**src/rtl/uart_rx.sv**
```systemverilog
// 8N1 UART receiver: 2-flop synchronizer, mid-bit sampling FSM, one-cycle valid/frame_err pulses.
// Byte is presented HALF_PERIOD + 9*BIT_PERIOD clocks after the start edge is seen; no backpressure.
module uart_rx #(
   parameter int BAUD_RATE  = 9600,
   parameter int CLOCK_FREQ = 96000
) (
   input  logic       clk,
   input  logic       reset,
   input  logic       rx,
   output logic [7:0] data,
   output logic       valid,
   output logic       frame_err,
   output logic       busy
);

   localparam int BIT_PERIOD  = CLOCK_FREQ / BAUD_RATE;
   localparam int HALF_PERIOD = BIT_PERIOD / 2;
   localparam logic [15:0] BIT_LAST  = 16'(BIT_PERIOD - 1);
   localparam logic [15:0] HALF_LAST = 16'(HALF_PERIOD - 1);

   typedef enum logic [2:0] {IDLE, START, DATA, STOP, WAIT_HIGH} state_t;

   state_t      state_q, state_d;
   logic [15:0] counter_q, counter_d;
   logic [2:0]  bit_index_q, bit_index_d;
   logic [7:0]  shreg_q, shreg_d;
   logic [7:0]  data_q, data_d;
   logic        valid_q, valid_d;
   logic        frame_err_q, frame_err_d;
   logic        busy_q, busy_d;
   logic        rx_s1_q, rx_s2_q;

   always_comb begin
      state_d     = state_q;
      counter_d   = counter_q;
      bit_index_d = bit_index_q;
      shreg_d     = shreg_q;
      data_d      = data_q;
      valid_d     = 1'b0;
      frame_err_d = 1'b0;
      case (state_q)
         IDLE: begin
            if (!rx_s2_q) begin
               state_d   = START;
               counter_d = 16'd0;
            end
         end
         START: begin
            if (counter_q == HALF_LAST) begin
               counter_d = 16'd0;
               if (!rx_s2_q) begin
                  state_d     = DATA;
                  bit_index_d = 3'd0;
               end else begin
                  state_d = IDLE;
               end
            end else begin
               counter_d = counter_q + 16'd1;
            end
         end
         DATA: begin
            if (counter_q == BIT_LAST) begin
               counter_d = 16'd0;
               shreg_d   = {rx_s2_q, shreg_q[7:1]};
               if (bit_index_q == 3'd7) begin
                  state_d = STOP;
               end else begin
                  bit_index_d = bit_index_q + 3'd1;
               end
            end else begin
               counter_d = counter_q + 16'd1;
            end
         end
         STOP: begin
            if (counter_q == BIT_LAST) begin
               counter_d = 16'd0;
               if (rx_s2_q) begin
                  data_d  = shreg_q;
                  valid_d = 1'b1;
                  state_d = IDLE;
               end else begin
                  frame_err_d = 1'b1;
                  state_d     = WAIT_HIGH;
               end
            end else begin
               counter_d = counter_q + 16'd1;
            end
         end
         // A held-low line must return high before another start can be seen.
         WAIT_HIGH: begin
            if (rx_s2_q) state_d = IDLE;
         end
         default: state_d = IDLE;
      endcase
      busy_d = (state_d == START) || (state_d == DATA) || (state_d == STOP);
   end

   always_ff @(posedge clk) begin
      if (reset) begin
         state_q     <= IDLE;
         counter_q   <= 16'd0;
         bit_index_q <= 3'd0;
         shreg_q     <= 8'h00;
         data_q      <= 8'h00;
         valid_q     <= 1'b0;
         frame_err_q <= 1'b0;
         busy_q      <= 1'b0;
         rx_s1_q     <= 1'b1;
         rx_s2_q     <= 1'b1;
      end else begin
         state_q     <= state_d;
         counter_q   <= counter_d;
         bit_index_q <= bit_index_d;
         shreg_q     <= shreg_d;
         data_q      <= data_d;
         valid_q     <= valid_d;
         frame_err_q <= frame_err_d;
         busy_q      <= busy_d;
         rx_s1_q     <= rx;
         rx_s2_q     <= rx_s1_q;
      end
   end

   assign data      = data_q;
   assign valid     = valid_q;
   assign frame_err = frame_err_q;
   assign busy      = busy_q;

endmodule
```
**config.mk**
```make
export PLATFORM = sky130hd
export DESIGN_NAME = uart_rx
export DESIGN_NICKNAME = d
export VERILOG_FILES = /design/src/rtl/uart_rx.sv
export SDC_FILE = /design/constraint.sdc
export NUM_CORES = 1
export LEC_CHECK = 0
export CAP_MARGIN = 10
export CORE_AREA = 2 2 87 64
export CTS_CLUSTER_DIAMETER = 50
export DETAILED_ROUTE_END_ITERATION = 10
export DIE_AREA = 0 0 89 66
export MAX_ROUTING_LAYER = met4
export PLACE_DENSITY = 0.6
export SYNTH_ARGS = -nofsm -noshare
export SYNTH_HDL_FRONTEND = slang
export SYNTH_SLANG_ARGS = --single-unit
```
**constraint.sdc**
```tcl
create_clock -name clk -period 2.65 [get_ports clk]
set_clock_uncertainty 0.15 [all_clocks]
set_input_delay 0.53 -clock clk [delete_from_list [all_inputs] [get_ports clk]]
set_output_delay 0.53 -clock clk [all_outputs]
set_load 0.1 [all_outputs]
```
**After elaboration in Yosys (flattened, before gate mapping)**

Index checks and enable logic that the tools add are counted.

- Shift operators: 0
- Muxes and demuxes: 20
- $add $sub $neg: 2
- Equal/unequal tests: 15
- Div/mod/pow operators: 0
- Reduce and logical (&&, ||, !) cells: 11
- Bitwise operators: 2
- $lt $le $gt $ge: 0
- Multiply operators: 0

Operators with widths:

| operator | count |
|---|---|
| 16-bit two-way mux | 3 |
| 16-bit one-hot mux with 3 select lines | 1 |
| 3-bit two-way mux | 11 |
| 16-bit by 1-bit adder with 16-bit output (second input constant) | 1 |
| 16-bit by 3-bit == test with 1-bit output (second input constant) | 1 |
| 16-bit by 4-bit == test with 1-bit output (second input constant) | 1 |
| 3-bit one-hot mux with 5 select lines | 1 |
| 3-bit by 2-bit == test with 1-bit output (second input constant) | 4 |
| 2-bit != test (second input constant) | 5 |
| 3-bit by 1-bit == test with 1-bit output (second input constant) | 2 |
| 3-bit == test (second input constant) | 2 |
| 3-bit one-hot mux with 2 select lines | 1 |
| 5-bit AND reduction | 1 |
| 2-bit AND reduction | 2 |
| 3-bit by 1-bit adder with 3-bit output (second input constant) | 1 |
| 3-bit zero test | 1 |
| 3-bit AND reduction | 1 |
| 3-bit nonzero test | 1 |
| 3-bit OR reduction | 1 |
| 1-bit logical OR | 2 |
| 1-bit two-way mux | 2 |
| 2-bit two-way mux | 1 |
| 1-bit NOT | 2 |
| 2-bit nonzero test | 1 |
| 2-bit OR reduction | 1 |

- Bits in latches: 0
- Register bits: 43
- Output and inout bits: 11
- Bits in writable memories: 0
- Input port bits: 3
- Bits in read-only memories: 0
- Memories kept: 0
- Logic and storage cells: 60

**Depth between registers and ports, before layout**

- Depth in word-level cells: 7
- Depth in mapped cells: 9
- Gate-level depth less buffers: 7

**Least setup slack after synthesis**

OpenSTA, ideal clock, no wires.

- Path type: register -> register
- From: register bit_index_q[0]
- To: register bit_index_q[0]
- Library setup time: 70 ps
- Setup slack: 661 ps
- Cell stages (with the launch flop): 8
- Arrival: 1769 ps
- Path through: dfxtp_1 -> ha_1 -> ha_1 -> or3b_1 -> a21oi_1 -> o21ai_2 -> or4_1 -> a21oi_1

- Word-level cells in the longest chain between the ends: 4

RTL lines:

| what | RTL line | text |
|---|---|---|
| start, declared | 25 | `logic [2:0] bit_index_q, bit_index_d;` |
| start signal, assigned | 113 | `bit_index_q <= bit_index_d;` |
| 3-bit by 1-bit adder with 3-bit output | 68 | `bit_index_d = bit_index_q + 3'd1;` |
| 3-bit two-way mux | 65 | `if (bit_index_q == 3'd7) begin` |
| 3-bit two-way mux | 62 | `if (counter_q == BIT_LAST) begin` |
| 3-bit one-hot mux with 2 select lines | 41 | `case (state_q)` |

Parallel ways exist; a longest one is shown, timed or not. The select of a mux whose other input is x is not followed.
A chain may end at the register's enable or synchronous reset.

**Worst setup path in the final report**

- From: register counter_q[0]
- To: register data_q[6] (netlist: data[6])

- Word-level cells in the longest chain between the ends: 2

RTL lines:

| what | RTL line | text |
|---|---|---|
| start, declared | 24 | `logic [15:0] counter_q, counter_d;` |
| start signal, assigned | 112 | `counter_q <= counter_d;` |
| 16-bit by 4-bit == test with 1-bit output | 75 | `if (counter_q == BIT_LAST) begin` |
| 3-bit AND reduction (no line) | - |  |
| end signal, assigned | 115 | `data_q <= data_d;` |
| end, declared | 27 | `logic [7:0] data_q, data_d;` |

Every way passes these cells.

==> impl_metrics.yaml <==
logic_synthesis:
  synth_warnings: 0
  synthesis.nets: 213
  synthTopCellsByArea: "dfxtp_1 (44%), mux2i_1 (8.7%), nor2_1 (7.7%), xor2_1 (4.5%), nor4_4 (3.3%)"
  ys_seq_area_share_pct: 44.02
  synth-seq-cells: 43
  syn-mean-instance-area_um2: 9.540
  yosys.area.top_type: "dfxtp_1"
  netlist_instances: 205
  synthDistinctLibCells: 40
  synth_top_area_share_pct: 44.02
  syn_area_um2: 1956
final_layout:
  diodes: 0
  fin_area_um2: 2263
  fin_cells: 294
  area_growth_syn_to_layout_pct: 15.74
  final_util_pct: 44.69
  nets: 229
  drive_gt1_share_pct: 16.22
sta:
  post-route-period-util_pct: 86.67
  final.min_clock_period_ns: 2.297
  rsz0062_at_grt: "no"
  setup_viol: 0
  fin_tns_setup_ns: 0
  slew_headroom_pct: 57.93
  tightest_slew_ns: 0.6292
  finalHoldViolations: 0
  fin_ws_ns: 0.3531
  fmax_ghz: 0.4354
  maxSlewViolCount: 0
  holdWs_ns: 0.2681
run:
  drv_cap: 0
place:
  dp_cells: 286
  dp_hpwl_um: 2525
  portBuffers: 13
  placed_cell_area_um2: 2127
  globalplace.congestion: 0.8123
  pre_cts_ws_ns: 0.3501
floorplan:
  ios: 14
  die_area_um2: 5874
  initial_core_util_pct: 38.61
  die_w_um: 89
  placementRows: 22
  coreArea_um2: 5065
  die_h_um: 66
clocking:
  cts_sinks: 43
  htreeDepth: 2
  postCtsSetupBuffers: 0
  numCtsBuffers: 5
  cts.repair.resized: 0
  cts.clk_slew.worst_paths_ns: 0.08
  tritoncts: "built"
  hold_buffers: 0
  clockBufferDepth: 2
  cts_root_buf: "clkbuf_8"
  clk_latency_ns: 0.30
grt:
  grt_use_met1_pct: 20.49
  grt-busiest-layer: "met1"
  antenna_found_initial: 0
  met3_usage_pct: 3.745
  grt.total_usage_pct: 13.67
  met2_usage_pct: 16.51
  grt_max_degree: 29
  grt_pass1_vias: 1215
  grt_pass1_wl_um: 5899
  gr-total-overflow: 0
routing:
  viasPerCell: 4.816
  drtPass1Iterations: 4
  totalWireLength_um: 3511
  dr_total_vias: 1416
  drc: 0
  wl_per_cell_um: 11.94
  initialDrtViolationCount: 74
  ant_nets: 0
worst_setup_path:
  crit_type: "flip-flop to flip-flop"
  crit_path_end_kind: "flip-flop"
  r2r-start: "counter_q[0]"
  cp_max_fo: 9
  crit_start: "counter_q[0]"
  critPathLaunchType: "flip-flop"
  cp.arrival_ns: 2.32
  cp_data_required_time_ns: 2.68
power:
  p_leak_nw: 0.9571
  power_density_nw_per_um2: 579.7
  finalPower_mw: 1.312
  ir_drop_uv: 210.2
hold_path:
  min_from: "rx_s1_q"
  min_path_type: "flip-flop to flip-flop"
status:
  outcome: "finished clean"
## critical path, stage by stage (launching register included)
cell	delay (ns)
dfxtp_1	0.46
ha_1	0.18
and3b_1	0.17
and4_1	0.31
nand4_1	0.54
mux2i_1	0.32
nor2_1	0.06
## flip-flops by register name (all words and copies together), names as in the netlist
signal / count
state_q: 3
rx_s2_q: 1
rx_s1_q: 1
valid: 1
frame_err: 1
counter_q: 16
busy: 1
data: 8
shreg_q: 8
bit_index_q: 3
## routing by layer
metal	part of all wire, %	wire length (um)
met5	0	0
met4	1.1	40
met3	4.5	159
met2	38	1323
met1	57	1988
## cell families (layout without fill, tap and decap cells)
logic type | after synthesis | after routing | share of synthesized area, %
simple gates | 92 | 92 | 26.23
flops | 43 | 43 | 44.02
compound gates | 22 | 22 | 8.190
mux | 17 | 17 | 8.701
xor+xnor | 14 | 14 | 6.270
buf+inv | 12 | 29 | 3.391
fa+ha+maj | 5 | 5 | 3.199
## cells in the mapped netlist
cell,instances
dfxtp_1,43
nor2_1,40
mux2i_1,17
nand2_1,13
a21oi_1,10
xor2_1,10
nand3_1,7
ha_1,5
nand4_1,5
inv_1,4
o21ai_0,4
xnor2_1,4
clkbuf_1,3
nor3_1,3
nor4_4,3
or3_1,3
a2111oi_2,2
and2_1,2
buf_2,2
buf_6,2
nor2b_1,2
or2_2,2
or3b_1,2
a211oi_1,1
a21o_1,1
a221oi_1,1
and3_1,1
and3b_1,1
and3b_2,1
and4_1,1
and4_2,1
buf_4,1
nand2_2,1
nand2b_1,1
nand3b_1,1
nor4b_4,1
o21ai_2,1
o22ai_1,1
o31ai_4,1
or4_1,1
## cell type report
class                   instances  area (um^2)
flip-flops and latches         43        860.8
repair buffers                 17        132.6
well taps                      72        90.09
multi-input cells             150         1028
inverters                       4        15.01
fillers                       501         2801
clock buffers                   5        68.82
clock inverters                 3        67.56
## final timing paths
kind             end  slack (ns)  cells past startpoint
max          data[6]        0.35                      6
min          rx_s2_q        0.27                      1
max reg2reg  data[6]        0.35                      6
min reg2reg  rx_s2_q        0.27                      1
## placed cells by master, fill, tap and decap left out, types with 3 or more instances in the layout
master,count
a21oi_1,10
buf_4,15
clkbuf_8,5
dfxtp_1,43
ha_1,5
inv_1,4
mux2i_1,17
nand2_1,13
nand3_1,7
nand4_1,5
nor2_1,40
nor3_1,3
nor4_4,3
o21ai_0,4
or3_1,3
xnor2_1,4
xor2_1,10
## power by group
| group | leakage (nW) | switching (mW) | total (mW) | internal [mW] |
|---|---|---|---|---|
| combinational | 0.546 | 0.0339 | 0.0524 | 0.0185 |
| clock | 0.0644 | 0.226 | 0.602 | 0.376 |
| sequential | 0.347 | 0.00731 | 0.658 | 0.650 |
| total | 0.957 | 0.267 | 1.31 | 1.04 |
Note: power is estimated with default switching activity, not from simulation.
